### config.mk
export PLATFORM = sky130hd
export DESIGN_NAME = hold_manager_flat
export DESIGN_NICKNAME = d
export VERILOG_FILES = /design/src/rtl/hold_pkg.sv /design/src/rtl/hold_manager_if.sv /design/src/rtl/hold_lfsr.sv /design/src/rtl/hold_manager.sv /design/src/flat_wrapper.sv
export SDC_FILE = /design/constraint.sdc
export NUM_CORES = 1
export LEC_CHECK = 0
export BUFFER_PORTS_ARGS = -buffer_cell sky130_fd_sc_hd__buf_2
export CORE_MARGIN = 2
export CORE_UTILIZATION = 45
export CTS_CLUSTER_DIAMETER = 200
export CTS_CLUSTER_SIZE = 8
export DETAILED_ROUTE_END_ITERATION = 16
export SYNTH_ARGS = -nofsm -noshare
export SYNTH_HDL_FRONTEND = slang
export SYNTH_SLANG_ARGS = --single-unit
### constraint.sdc
create_clock -name clock -period 4.5 [get_ports clock]
set_input_delay 0.225 -clock clock [delete_from_list [all_inputs] [get_ports clock]]
set_output_delay 0.225 -clock clock [all_outputs]
set_load 0.01 [all_outputs]
### src/rtl/hold_pkg.sv
// Shared types, default geometry and LFSR constants for the hold table.
package hold_pkg;

  localparam int unsigned DefNumHolds = 8;
  localparam int unsigned DefWidth    = 48;
  localparam int unsigned DefHeight   = 20;
  localparam int unsigned DefScreenH  = 768;
  localparam int unsigned DefXRange   = 976;
  localparam int unsigned DefSpacing  = 96;

  // Right-shift Fibonacci form: taps 16,14,13,11 land on bits 0,2,3,5.
  localparam logic [15:0] LfsrSeed = 16'hACE1;
  localparam logic [15:0] LfsrTaps = 16'h002D;

  typedef enum logic [1:0] {
    StIdle    = 2'd0,
    StRecycle = 2'd1,
    StGrab    = 2'd2,
    StAck     = 2'd3
  } state_e;

  typedef struct packed {
    logic signed [10:0] x;
    logic signed [11:0] y;
  } slot_t;

  // Rectangle containment on 14-bit signed operands; wide enough that no sum overflows.
  function automatic logic hit_test(logic signed [13:0] px, logic signed [13:0] py,
                                    logic signed [13:0] sx, logic signed [13:0] sy,
                                    logic signed [13:0] w, logic signed [13:0] h);
    return (px >= sx) && (px < sx + w) && (py >= sy) && (py < sy + h);
  endfunction

endpackage

### src/rtl/hold_manager_if.sv
// Grab query handshake between the climber hand controller and the hold table.
interface hold_manager_if #(
  parameter int unsigned ID_W = 3
) ();

  logic                grab_req;
  logic signed [10:0]  grab_x;
  logic signed [11:0]  grab_y;
  logic                grab_ack;
  logic                grab_hit;
  logic [ID_W-1:0]     grab_id;

  modport master (
    output grab_req, grab_x, grab_y,
    input  grab_ack, grab_hit, grab_id
  );

  modport slave (
    input  grab_req, grab_x, grab_y,
    output grab_ack, grab_hit, grab_id
  );

endinterface

### src/rtl/hold_lfsr.sv
// 16-bit Fibonacci LFSR that steps only when asked; feeds respawn x positions.
module hold_lfsr
  import hold_pkg::*;
(
  input  logic        clock,
  input  logic        reset_n,
  input  logic        advance,
  output logic [15:0] value
);

  logic [15:0] lfsr_q;
  logic        feedback;

  assign feedback = ^(lfsr_q & LfsrTaps);

  // Shift right with the feedback bit entering at the top.
  always_ff @(posedge clock or negedge reset_n) begin
    if (!reset_n) begin
      lfsr_q <= LfsrSeed;
    end else if (advance) begin
      lfsr_q <= {feedback, lfsr_q[15:1]};
    end
  end

  assign value = lfsr_q;

endmodule

### src/rtl/hold_manager.sv
// Hold table: per-pixel hit test for the sprite, vblank recycling of off-screen holds,
// and a sequential grab query for the climber.
module hold_manager
  import hold_pkg::*;
#(
  parameter int unsigned NUM_HOLDS = DefNumHolds,
  parameter int unsigned WIDTH     = DefWidth,
  parameter int unsigned HEIGHT    = DefHeight,
  parameter int unsigned SCREEN_H  = DefScreenH,
  parameter int unsigned X_RANGE   = DefXRange,
  parameter int unsigned SPACING   = DefSpacing
) (
  input  logic                         clock,
  input  logic                         reset_n,
  input  logic [10:0]                  hcount,
  input  logic [9:0]                   vcount,
  input  logic signed [11:0]           screenx,
  input  logic signed [12:0]           screeny,
  input  logic                         frame_start,
  output logic                         exists,
  output logic [$clog2(NUM_HOLDS)-1:0] hold_id,
  hold_manager_if.slave                grab,
  output logic                         busy
);

  localparam int unsigned IdW = $clog2(NUM_HOLDS);

  localparam logic signed [13:0] W14  = 14'(WIDTH);
  localparam logic signed [13:0] H14  = 14'(HEIGHT);
  localparam logic signed [13:0] SH14 = 14'(SCREEN_H);

  slot_t              slot_q [NUM_HOLDS];
  logic signed [11:0] top_y_q;

  state_e             state_q, state_d;
  logic [IdW-1:0]     idx_q;
  logic               pending_q;
  logic signed [10:0] gx_q;
  logic signed [11:0] gy_q;
  logic               found_q;
  logic [IdW-1:0]     found_id_q;
  logic               grab_hit_q;
  logic [IdW-1:0]     grab_id_q;
  logic               exists_q;
  logic [IdW-1:0]     hold_id_q;

  logic [15:0]        lfsr_value;
  logic               unused_lfsr;
  logic               respawn;

  // ---------------------------------------------------------------------------
  // Pixel path
  // ---------------------------------------------------------------------------
  logic signed [13:0] px, py;
  logic               pix_hit;
  logic [IdW-1:0]     pix_idx;

  assign px = $signed({3'b000, hcount}) + $signed({{2{screenx[11]}}, screenx});
  assign py = $signed({4'b0000, vcount}) + $signed({screeny[12], screeny});

  // Parallel compare of every slot; scanning downward leaves the lowest hit index.
  always_comb begin
    pix_hit = 1'b0;
    pix_idx = '0;
    for (int i = int'(NUM_HOLDS) - 1; i >= 0; i--) begin
      if (hit_test(px, py,
                   $signed({{3{slot_q[i].x[10]}}, slot_q[i].x}),
                   $signed({{2{slot_q[i].y[11]}}, slot_q[i].y}),
                   W14, H14)) begin
        pix_hit = 1'b1;
        pix_idx = IdW'(i);
      end
    end
  end

  // Register the sprite outputs for one cycle of latency.
  always_ff @(posedge clock or negedge reset_n) begin
    if (!reset_n) begin
      exists_q  <= 1'b0;
      hold_id_q <= '0;
    end else begin
      exists_q  <= pix_hit;
      hold_id_q <= pix_idx;
    end
  end

  // ---------------------------------------------------------------------------
  // Sequential slot walk shared by recycle and grab
  // ---------------------------------------------------------------------------
  slot_t              cur;
  logic signed [13:0] cur_x14, cur_y14;
  logic               last;
  logic               below_view;
  logic               grab_match;
  logic signed [11:0] new_y;
  logic signed [10:0] new_x;
  logic [9:0]         rnd;

  assign cur        = slot_q[idx_q];
  assign cur_x14    = $signed({{3{cur.x[10]}}, cur.x});
  assign cur_y14    = $signed({{2{cur.y[11]}}, cur.y});
  assign last       = (idx_q == IdW'(NUM_HOLDS - 1));
  assign below_view = (cur_y14 - $signed({screeny[12], screeny})) >= SH14;
  assign grab_match = hit_test($signed({{3{gx_q[10]}}, gx_q}), $signed({{2{gy_q[11]}}, gy_q}),
                               cur_x14, cur_y14, W14, H14);

  assign respawn = (state_q == StRecycle) && below_view;
  assign new_y   = top_y_q - 12'(SPACING);
  assign rnd     = lfsr_value[9:0];
  // A single subtraction folds the 10-bit value into 0..X_RANGE-1.
  assign new_x   = (rnd < 10'(X_RANGE)) ? {1'b0, rnd} : {1'b0, rnd - 10'(X_RANGE)};

  assign unused_lfsr = ^lfsr_value[15:10];

  hold_lfsr u_lfsr (
    .clock   (clock),
    .reset_n (reset_n),
    .advance (respawn),
    .value   (lfsr_value)
  );

  // Next-state decode; a pending or fresh frame always beats a grab.
  always_comb begin
    state_d = state_q;
    unique case (state_q)
      StIdle: begin
        if (frame_start || pending_q) begin
          state_d = StRecycle;
        end else if (grab.grab_req) begin
          state_d = StGrab;
        end
      end
      StRecycle: if (last) state_d = StIdle;
      StGrab:    if (last) state_d = StAck;
      StAck:     state_d = StIdle;
      default:   state_d = StIdle;
    endcase
  end

  // FSM state, slot index, pending frame flag and grab result registers.
  always_ff @(posedge clock or negedge reset_n) begin
    if (!reset_n) begin
      state_q    <= StIdle;
      idx_q      <= '0;
      pending_q  <= 1'b0;
      gx_q       <= '0;
      gy_q       <= '0;
      found_q    <= 1'b0;
      found_id_q <= '0;
      grab_hit_q <= 1'b0;
      grab_id_q  <= '0;
    end else begin
      state_q   <= state_d;
      // Idle always consumes a pending frame, so only busy states can set it.
      pending_q <= (state_q == StIdle) ? 1'b0 : (pending_q | frame_start);
      unique case (state_q)
        StIdle: begin
          idx_q      <= '0;
          found_q    <= 1'b0;
          found_id_q <= '0;
          if (state_d == StGrab) begin
            gx_q <= grab.grab_x;
            gy_q <= grab.grab_y;
          end
        end
        StRecycle: idx_q <= idx_q + IdW'(1);
        StGrab: begin
          idx_q <= idx_q + IdW'(1);
          if (grab_match && !found_q) begin
            found_q    <= 1'b1;
            found_id_q <= idx_q;
          end
          if (last) begin
            grab_hit_q <= found_q | grab_match;
            grab_id_q  <= found_q ? found_id_q : (grab_match ? idx_q : '0);
          end
        end
        StAck:   idx_q <= '0;
        default: ;
      endcase
    end
  end

  // Slot table and top-of-stack; only recycle writes, which keeps the display stable.
  always_ff @(posedge clock or negedge reset_n) begin
    if (!reset_n) begin
      for (int i = 0; i < int'(NUM_HOLDS); i++) begin
        slot_q[i].x <= 11'(i * 112);
        slot_q[i].y <= 12'(int'(SCREEN_H) - (i + 1) * int'(SPACING));
      end
      top_y_q <= 12'(int'(SCREEN_H) - int'(NUM_HOLDS) * int'(SPACING));
    end else if (respawn) begin
      slot_q[idx_q].x <= new_x;
      slot_q[idx_q].y <= new_y;
      top_y_q         <= new_y;
    end
  end

  assign exists        = exists_q;
  assign hold_id       = hold_id_q;
  assign busy          = (state_q != StIdle);
  assign grab.grab_ack = (state_q == StAck);
  assign grab.grab_hit = grab_hit_q;
  assign grab.grab_id  = grab_id_q;

endmodule

### src/flat_wrapper.sv
// flat-port wrapper written by rule: the top's interface ports become plain ports
module hold_manager_flat import hold_pkg::*;
#(
  parameter int unsigned NUM_HOLDS = DefNumHolds,
  parameter int unsigned WIDTH     = DefWidth,
  parameter int unsigned HEIGHT    = DefHeight,
  parameter int unsigned SCREEN_H  = DefScreenH,
  parameter int unsigned X_RANGE   = DefXRange,
  parameter int unsigned SPACING   = DefSpacing
)
  (clock, reset_n, hcount, vcount, screenx, screeny, frame_start, exists, hold_id, busy, grab_grab_req, grab_grab_x, grab_grab_y, grab_grab_ack, grab_grab_hit, grab_grab_id);
  hold_manager_if #(.ID_W(3)) grab_i ();
  input  logic clock;
  input  logic reset_n;
  input  logic [10:0] hcount;
  input  logic [9:0] vcount;
  input  logic signed [11:0] screenx;
  input  logic signed [12:0] screeny;
  input  logic frame_start;
  output logic exists;
  output logic [$clog2(NUM_HOLDS)-1:0] hold_id;
  output logic busy;
  input wire logic [$bits(grab_i.grab_req)-1:0] grab_grab_req;
  input wire logic [$bits(grab_i.grab_x)-1:0] grab_grab_x;
  input wire logic [$bits(grab_i.grab_y)-1:0] grab_grab_y;
  output wire logic [$bits(grab_i.grab_ack)-1:0] grab_grab_ack;
  output wire logic [$bits(grab_i.grab_hit)-1:0] grab_grab_hit;
  output wire logic [$bits(grab_i.grab_id)-1:0] grab_grab_id;
  assign grab_i.grab_req = grab_grab_req;
  assign grab_i.grab_x = grab_grab_x;
  assign grab_i.grab_y = grab_grab_y;
  assign grab_grab_ack = grab_i.grab_ack;
  assign grab_grab_hit = grab_i.grab_hit;
  assign grab_grab_id = grab_i.grab_id;
  hold_manager #(.NUM_HOLDS(NUM_HOLDS), .WIDTH(WIDTH), .HEIGHT(HEIGHT), .SCREEN_H(SCREEN_H), .X_RANGE(X_RANGE), .SPACING(SPACING)) u_core (.clock(clock), .reset_n(reset_n), .hcount(hcount), .vcount(vcount), .screenx(screenx), .screeny(screeny), .frame_start(frame_start), .exists(exists), .hold_id(hold_id), .grab(grab_i), .busy(busy));
endmodule
== After elaboration in Yosys (flattened, before gate mapping) ==
Cells that the tools add are included.

* $add $sub $neg: 24
* Multipliers: 0
* Divide/modulo/power cells: 0
* Magnitude comparators: 40
* Equality and inequality tests: 6
* Shift operators: 0
* Mux-type cells: 39
* Bitwise gates (word level): 3
* Reductions and logical operators: 41

{| class="wikitable"
|+ Operator list
! operator !! number
|-
| $bwmux W184 || 2
|-
| $demux W23 S3 || 2
|-
| $add A12 B6 Y13 const B || 9
|-
| $ge A14 B12 Y1 || 8
|-
| $lt A14 B14 Y1 || 8
|-
| $add A11 B7 Y12 const B || 9
|-
| $ge A13 B11 Y1 || 8
|-
| $lt A13 B12 Y1 || 8
|-
| $bmux W23 S3 || 1
|-
| $mux W23 || 3
|-
| $mux W3 || 11
|-
| $logic_and A1 B1 Y1 || 30
|-
| $reduce_xor A16 Y1 || 1
|-
| $add A11 B13 Y14 || 1
|-
| $ge A14 B11 Y1 const B || 1
|-
| $sub A12 B13 Y14 || 1
|-
| $add A12 B12 Y13 || 1
|-
| $lt A12 B13 Y1 || 1
|-
| $ge A12 B12 Y1 || 1
|-
| $lt A11 B12 Y1 || 1
|-
| $mux W12 || 1
|-
| $pmux W3 S2 || 2
|-
| $sub A12 B7 Y12 const B || 1
|-
| $ge A11 B11 Y1 || 1
|-
| 22 further kinds || 41
|}

* Register bits after elaboration: 253
* Bits in latches: 0
* Bits in writable memories: 0
* ROM bits: 0
* Input port bits: 73
* Output and inout port bits: 10
* Logic and storage cells: 182
* Memories kept: 0

== Logic depth before layout (Yosys ltp) ==
Gate-level depths: netlist (run 1).

* Depth in word-level cells: 13
* Depth in mapped cells: 22
* Depth with buffers taken out: 22

== By module ==
From an unflattened synthesis (run 1), not the netlist that was laid out.

* Cell total of the unflattened synthesis: 1991
* Area total of the unflattened synthesis: 18036.0 um2

{| class="wikitable"
|+ Modules (own cells, without submodules)
! module !! instances !! cells each !! area an instance (um2) !! sequential area each (um2)
|-
| hold_manager || 1 || 1953 || 17360.4 || 4601.9
|-
| hold_lfsr || 1 || 38 || 675.6 || 410.4
|}

== Worst setup path after synthesis (run 1) ==
OpenSTA, ideal clock, no wires.

* Kind: input-to-reg
* From: in vcount[0]
* To: reg u_core.hold_id_q[1], in the netlist u_core.hold_id[1]
* Setup time: 86 ps
* Arrival: 5097 ps
* Required time: 4414 ps
* Slack: -683 ps
* Cell stages on the path: 21
* Buffers on the path: 0
* Path through: ha_1 -> fa_1 -> a211oi_1 -> nor3b_1 -> o21a_1 -> o21ai_0 -> nand2_1 -> a21o_1 -> a21o_1 -> a21oi_1 -> nor2_1 -> xnor2_1 -> ha_1 -> a31o_2 -> nor4_1 -> a21oi_1 -> mux2_2 -> nor4_1 -> nor2_1 -> o311a_1 -> nor3_1

* Word-level cells in the longest chain between the ends: 12
* Elaborated cells on any way between the ends: 41
* Those cells by class: 1 x add/sub; 16 x order compare; 8 x mux; 16 x reduce/logical

{| class="wikitable"
|+ Ends and longest elaborated chain
! element !! RTL line !! RTL
|-
| from (decl) || flat_wrapper.sv:16 || <nowiki>input logic [9:0] vcount;</nowiki>
|-
| $add A11 B13 Y14 (*) || hold_manager.sv:59 || <nowiki>assign py = $signed({4'b0000, vcount}) + $signed({screeny[12], screeny});</nowiki>
|-
| $ge A14 B12 Y1 || hold_pkg.sv:31 || <nowiki>return (px >= sx) && (px < sx + w) && (py >= sy) && (py < sy + h);</nowiki>
|-
| $logic_and A1 B1 Y1 (2 in series) || hold_pkg.sv:31 ||
|-
| $mux W3 (7 in series) || hold_manager.sv:66 || <nowiki>if (hit_test(px, py,</nowiki>
|-
| $mux W3 (*) || hold_manager.sv:66 ||
|-
| via u_core.pix_idx[1] || hold_manager.sv:56 || <nowiki>logic [IdW-1:0] pix_idx;</nowiki>
|-
| to (signal assigned) || hold_manager.sv:83 || <nowiki>hold_id_q <= pix_idx;</nowiki>
|-
| to (decl) || hold_manager.sv:45 || <nowiki>logic [IdW-1:0] hold_id_q;</nowiki>
|}

The timed path passes the listed nets; every way through them passes the cells marked *.
A chain may end at the register's enable or synchronous reset.

== Worst setup path in the final report (run 1) ==
* From: reg u_core.idx_q[0]
* To: reg u_core.slot_q[19] in the netlist's numbering

* Word-level cells in the longest chain between the ends: 7
* Elaborated cells on any way between the ends: 15
* Those cells by class: 1 x add/sub; 3 x order compare; 8 x mux; 1 x bitwise; 2 x reduce/logical

{| class="wikitable"
|+ Ends and longest elaborated chain
! element !! RTL line !! RTL
|-
| from (decl) || hold_manager.sv:36 || <nowiki>logic [IdW-1:0] idx_q;</nowiki>
|-
| from (signal assigned) || hold_manager.sv:166 || <nowiki>StRecycle: idx_q <= idx_q + IdW'(1);</nowiki>
|-
| from (signal assigned) || hold_manager.sv:168 || <nowiki>idx_q <= idx_q + IdW'(1);</nowiki>
|-
| $not A3 Y4 (implied by the code) (*) || hold_manager.sv:99, hold_manager.sv:193, hold_manager.sv:194 ||
|-
| $bmux W23 S3, or another cell as far along || hold_manager.sv:99 || <nowiki>assign cur = slot_q[idx_q];</nowiki>
|-
| $mux W23 (implied by the code) or $logic_and A1 B1 Y1 (tied branches) || hold_manager.sv:99, hold_manager.sv:193 ||
|-
| $mux W23 (on tied branches) || hold_manager.sv:99, hold_manager.sv:193 ||
|-
| $sub A12 B13 Y14 or $demux W23 S3 (tied branches) || hold_manager.sv:103, hold_manager.sv:193 ||
|-
| $ge A14 B11 Y1 or $bwmux W184 (tied branches) || hold_manager.sv:103, hold_manager.sv:193 ||
|-
| $logic_and A1 B1 Y1 or $bwmux W184 (tied branches) || hold_manager.sv:107, hold_manager.sv:194 ||
|-
| to (decl) || hold_manager.sv:32 || <nowiki>slot_t slot_q [NUM_HOLDS];</nowiki>
|}

Mark *: on every way between the ends. The rest lies on a longest branch, timed or not. The select of a mux whose other input is x is not followed.

==> results of run 1 <==
## synth_stat cells, drive strengths merged, types with 19 or more instances
cell type / n
ha: 332
inv: 236
mux2: 168
dfrtp: 152
o21ai: 99
a21oi: 94
nor2: 81
nand2: 59
dfstp: 46
xnor2: 44
nor3: 37
a21o: 32
nand3: 29
a221oi: 27
o21a: 27
nor2b: 26
mux2i: 25
xor2: 25
o211ai: 24
clkbuf: 21
a211oi: 20
buf: 19
## metrics by stage
step           hold WS (ns)  worst slack, ns  cell area, um^2  util, %
3_3_place_gp          0.329           -0.286            20100     50.5
3_5_place_dp          0.337           -0.348            20100     50.5
4_1_cts              0.0185           0.0414            21000     52.8
5_1_grt              0.0585          -0.0496            21200     53.4
2_1_floorplan       -0.0706          -0.0251            18200        -
6_report             0.0369           0.0518            21200     53.4
## cells by family after synthesis
| logic type | Yosys count | synth area share [%] |
|---|---|---|
| mux | 199 | 13.1 |
| compound gates | 443 | 16.5 |
| simple gates | 321 | 9.55 |
| xor+xnor | 69 | 3.33 |
| buf+inv | 278 | 6.24 |
| fa+ha+maj | 343 | 23.6 |
| flops | 198 | 27.6 |
## cell usage in the layout (no fill, tap or decap), types with 7 or more instances in the layout
cell           count
xnor2_1           40
inv_1            234
o2111ai_1         13
a21oi_1           91
maj3_1             9
buf_12            13
buf_2             79
xor2_1            25
clkbuf_16         19
nor2_1            77
and4_1             8
nor4_1            12
a31oi_1           10
nor3_1            32
ha_1             331
nand2_1           59
nand4_1           17
o21a_1            27
nand2b_1          14
o211ai_1          24
a221oi_1          23
dfstp_2           46
a21o_1            32
a211o_1            7
a211oi_1          19
mux2i_1           24
nand3_1           29
o21ai_0           94
dfrtp_1          150
mux2_2           140
dlygate4sd3_1     22
o22ai_1           10
buf_4            118
and3_1             7
nor2b_1           26
o31ai_1            8
mux2_4            27
## flip-flops by register name (all words and copies together), names as in the netlist, 2 cells and up
signal and flops:
u_core.idx_q 3, u_core.gx_q 11, u_core.top_y_q 7, u_core.state_q 2
u_core.u_lfsr.value 16, u_core.hold_id 3, u_core.found_id_q 3, u_core.grab.grab_id 3
u_core.gy_q 10, u_core.slot_q 136
## area by class of cell
type	count	area (um^2)	area share, %
clock buffers	18	439	2.07
well taps	525	657	3.10
flip-flops and latches	198	5010	23.6
clock inverters	14	159	0.749
inverters	238	901	4.25
multi-input cells	1375	12200	57.4
repair buffers	239	1870	8.81
## power by group
group / internal [mW] / switching [mW] / total [mW]
logic: 2.87 / 3.59 / 6.46
clock network: 0.849 / 0.786 / 1.64
registers: 2.20 / 0.430 / 2.63
## path summary, 6_finish.rpt
check	endpoint	slack (ns)	depth (start not counted)
worst max-delay path	u_core.slot_q[19]	0.05	20
worst min-delay path	u_core.state_q[1]	0.04	3
worst max register to register	u_core.slot_q[19]	0.05	20
worst min register to register	u_core.grab.grab_hit	0.48	2
max in group asynchronous	u_core.slot_q[28]	3.03	3
min in group asynchronous	u_core.gy_q[5]	0.36	2
## layer usage
| layer | GRT usage (%) | vias to the layer above | part of all wire, % |
|---|---|---|---|
| met5 | 0 | - | 0 |
| met4 | 8.15 | 0 | 2.4 |
| li1 | - | 7215 | - |
| met2 | 45.2 | 395 | 47 |
| met1 | 36.7 | 7542 | 46 |
| met3 | 4.09 | 81 | 5.3 |
## what timing repair did
item / CTS / global route
pin swaps: 2 / 4
endpoints found under the hold margin: 87 / 0
resized for setup: 1 / 28
endpoints found under the setup margin: 112 / 149
cloned: 0 / 2
hold buffers: 22 / 0
buffers inserted: 5 / 10
## worst max-delay path, cell delays in order, from the launching register on
cell	delay, ns
dfrtp_2	0.46
buf_4	0.29
inv_2	0.12
nor2_1	0.47
a22oi_1	0.14
o31ai_1	0.19
a21oi_1	0.16
inv_1	0.10
ha_1	0.26
o21a_1	0.12
nor2_1	0.13
inv_1	0.07
a31oi_2	0.19
nand3b_1	0.14
a221o_2	0.17
o2111ai_4	0.22
buf_6	0.22
nor3_4	0.19
buf_12	0.15
clkbuf_16	0.17
mux2_2	0.34
==> run metrics, run 1 <==
layout cells sized above 1 24.7%; Worst Setup End Kind register; Syn Inst Count 1851; DRT Pass-1 Iters 5; global-route wire length before repair about 87000 um; initial antenna violation count 0; EDFF count, synth 0; worst-margin pin slew around 1.2 ns; final setup fails 0; CP Data Required Time 4.86 ns; status finished clean; DRT iter0 DRCs approximately 1200; Async SR Flop Fraction 100%; Slew Limit Fails 0; ranking of synthesized cells by area ha_1 (23%), dfrtp_1 (21%), mux2_2 (8.7%); post-synth cell types 86; DR vias 15200; Pwr per Cell Area 505 nW/um^2; I/O pin count 83; vias per cell a little under 6; starting density of the core between 40% and 50%; total core area 39700 um^2; clock skew between 0.015 and 0.02 ns; number of buffers created by CTS 17; setup_tns 0 ns; top cell type's share of synthesized area approximately 23%; CP max FO 15; Max-slew headroom about 19%; area leader, netlist ha_1; worst skew pair latency ~0.48 ns; syn_nets between 2000 and 2500; fill count around 3500; die height approximately 200 um; Horiz. Die Dim 205 um; number of global-route vias before repair 15400; Root Driver clkbuf_16; GRT Util Overall between 20% and 30%; H-tree levels 4; Post-route DRC 0; HP Class in -> reg; Routed WL 56400 um; clock sinks slightly below 200; dpl cells 2536; IO buf count 80; hold path startpoint grab_grab_req; sequential element share of the synthesized area 27.6%; post-route minimum period 4.45 ns; RR Startpoint u_core.idx_q[0]; Setup crit start u_core.idx_q[0]; worst path arrival time about 4.8 ns; largest net degree at the start of global routing 90; fin crit share 98.8%; Lkg Pwr 9.63 nW; CP startpoint kind register; DR WL/cell around 22 um; peak supply drop 0.348 mV; Mapped Area 18100 um^2; HPWL Detailed 43700 um; DRT antenna net count 0; Rows 73; Bufs on Longest Clock Path 2; # nets final about 2500; Finished Layout Cells 2607; clk slew on worst S/H paths around 0.08 ns; die area roughly 42000 um^2; yosys warns 0; CTS tree done; Synth Flop Type dfrtp_1; number of synthesized register bits 198; total power draw 10.7 mW; Overflow after GRT 0; Routability Congestion 0.941; kind of critical path reg -> reg; ANT cells 0; Max-cap violations 0; Final Hold Fails 0; Syn-to-layout area delta 17.0%; FMAX approximately 220 MHz; syn avg cell area approximately 9.8 um^2
(Power assumes the default switching activity.)
==> run 2, diff against run 1 <==
Settings changed: CORE_MARGIN 2 to 4, CORE_UTILIZATION 45 to 55, PLACE_DENSITY set to 0.75.
==> run 2 against run 1 <==
Compared with the run above:
- cell area fell by 0.79%
- global-route usage rose by 3.0 points
- via count rose by 2.2%
- wire length fell by 2.7%
- highest routed layer unchanged
==> run metrics, run 2 (synthesized netlist as in run 1, its figures left out) <==
CP startpoint kind register (unchanged); Rows 66 (was 73); Routed WL 54900 um (was 56400 um); WL met3 4560 um (was 2990 um); GRT Util Overall 30.3% (was 27.3%); commonest non-fill, non-tap cell in the layout ha_1 (unchanged); Clock Power Share 14.4% (was 15.3%); initial antenna violation count 0 (unchanged); final setup fails 0 (unchanged); H-tree levels 4 (unchanged); total core area 32500 um^2 (was 39700 um^2); dpl cells 2462 (was 2536); setup_tns 0 ns (unchanged); number of global-route vias before repair 16000 (was 15400); total power draw 10.6 mW (was 10.7 mW); DRT Pass-1 Iters 6 (was 5); clock skew 0.0129 ns (was 0.0177 ns); Worst Setup End Kind register (unchanged); global-route wire length before repair 86000 um (was 86600 um); Most flops, register u_core.slot_q (unchanged); Max-cap violations 0 (unchanged); Post-route DRC 0 (unchanged); CP max FO 4 (was 15); # nets final 2475 (was 2476); DR WL/cell 21.8 um (was 21.6 um); Hold WS 0.0240 ns (was 0.0369 ns); FMAX 227 MHz (was 225 MHz); Syn-to-layout area delta 16.0% (was 17.0%); switching share of power 45.3% (was 44.8%); kind of critical path reg -> reg (unchanged); Slew Limit Fails 0 (unchanged); peak supply drop 0.354 mV (was 0.348 mV); ANT cells 0 (unchanged); Horiz. Die Dim 190 um (was 205 um); IO buf count 80 (unchanged); Pwr per Cell Area 505 nW/um^2 (about the same); clock sinks 198 (unchanged); Routability Congestion 0.974 (was 0.941); NetSw 4.82 mW (was 4.80 mW); combinational share of power 60.7% (was 60.2%); post-route minimum period 4.41 ns (was 4.45 ns); CP Data Required Time 4.84 ns (was 4.86 ns); met2 wire len 25100 um (was 26400 um); WL met1 23200 um (was 25700 um); clk slew on worst S/H paths 0.08 ns (about the same); number of buffers created by CTS 17 (unchanged); worst skew pair latency 0.46 ns (was 0.48 ns); status finished clean (unchanged); DRT iter0 DRCs 1227 (was 1159); HP Class in -> reg (unchanged); HPWL Detailed 42500 um (was 43700 um); worst-case reg-to-reg path depth 19 (was 20); largest net degree at the start of global routing 129 (was 90); internal power 5.82 mW (was 5.92 mW); max reg flops 136 (unchanged); Lkg Pwr 9.61 nW (was 9.63 nW); Final Hold Fails 0 (unchanged); die height 190 um (was 205 um); Finished Layout Cells 2523 (was 2607); I/O pin count 83 (unchanged); layout cells sized above 1 25.1% (was 24.7%); DR vias 15600 (was 15200); Hold Crit Depth 2 (was 3); CTS tree done (unchanged); starting density of the core 55.8% (was 45.7%); die area 36000 um^2 (was 41900 um^2); commonest non-fill, non-tap cells in the layout ha_1 (330), inv_1 (234), dfrtp_1 (151) (was ha_1 (331), inv_1 (234), dfrtp_1 (150)); Seq pwr share 24.8% (was 24.5%); fin crit share 97.9% (was 98.8%); Root Driver clkbuf_16 (unchanged); Bufs on Longest Clock Path 2 (unchanged); top sig layer met4 (unchanged); worst-margin pin slew 1.26 ns (was 1.22 ns); vias per cell 6.17 (was 5.84); DRT antenna net count 0 (unchanged); worst path arrival time 4.75 ns (was 4.81 ns); Overflow after GRT 0 (unchanged); Max-slew headroom 15.8% (was 18.6%); fill count 2625 (was 3512)
==> run 2: changes by cell type in the layout (fill, tap and decap cells not counted), moves of 3 or more <==
cell      delta
buf_4        +4
clkinv_2     +4
a21oi_2      +3
nor4_1       -3
nor4_2       +3
o21ai_1      +3
==> run 2: worst paths after layout <==
kind                                            from                    to  slack (ns)
min in group asynchronous                    reset_n        u_core.gy_q[6]        0.50
worst min register to register  u_core.grab.grab_hit  u_core.grab.grab_hit        0.48
worst max register to register       u_core.idx_q[2]     u_core.slot_q[17]        0.09
worst min-delay path                  grab_grab_x[9]        u_core.gx_q[9]        0.02
max in group asynchronous                    reset_n    u_core.slot_q[155]        3.00
worst max-delay path                 u_core.idx_q[2]     u_core.slot_q[17]        0.09
==> run 2: final cells by class <==
cell class / count / area (um^2) / area share, %
Clock buffer: 19 / 453 / 2.15
Inverter: 238 / 898 / 4.27
Clock inverter: 13 / 114 / 0.541
Sequential cell: 198 / 5010 / 23.8
Timing Repair Buffer: 238 / 1800 / 8.57
Multi-Input combinational cell: 1375 / 12200 / 58.0
Tap cell: 442 / 553 / 2.63
==> run 2: per-stage QoR <==
step                      cell area (um^2)  util [%]  setup WS, ns
after global placement               20000      61.5        -0.220
after floorplan                      18200         -       -0.0251
after global routing                 21100      64.7      -0.00467
final                                21100      64.7        0.0943
after detailed placement             20000      61.5        -0.320
after CTS                            20800      64.0       0.00894
==> run 2: timing repair <==
action / 4_1_cts / 5_1_grt
endpoints found under the hold margin: 66 / 0
endpoints found under the setup margin: 39 / 153
gates cloned: 0 / 0
pin swaps: 0 / 6
buffers inserted: 0 / 8
resized for setup: 3 / 38
hold buffers: 21 / 0
==> run 2: power by group through the flow <==
stage	clock network, mW	logic, mW	registers (mW)
6_report	1.54	6.46	2.64
5_1_grt	1.63	7.12	2.68
4_1_cts	1.56	6.26	2.61
3_5_place_dp	0	6.19	2.64
3_3_place_gp	0	5.95	2.62
2_1_floorplan	0	4.16	2.46
==> run 2: layer usage <==
| metal | vias up | GRT usage, % |
|---|---|---|
| met4 | 0 | 11.2 |
| met3 | 139 | 5.65 |
| met5 | - | 0 |
| met2 | 666 | 49.0 |
| li1 | 7222 | - |
| met1 | 7540 | 40.8 |
==> run 2: critical path: stages, from the launching register on <==
cell and delay, ns:
dfrtp_1 0.42, clkinvlp_4 0.15, buf_4 0.16, nor2_1 0.24, a21oi_2 0.13, o221a_2 0.33, inv_1 0.07, ha_1 0.21
a31o_1 0.18, a21o_1 0.19, a2111o_1 0.42, a31oi_1 0.23, buf_4 0.15, nand3_1 0.07, a221o_2 0.36, o2111ai_4 0.17
buf_4 0.25, nor3_4 0.06, buf_4 0.17, mux2_1 0.31
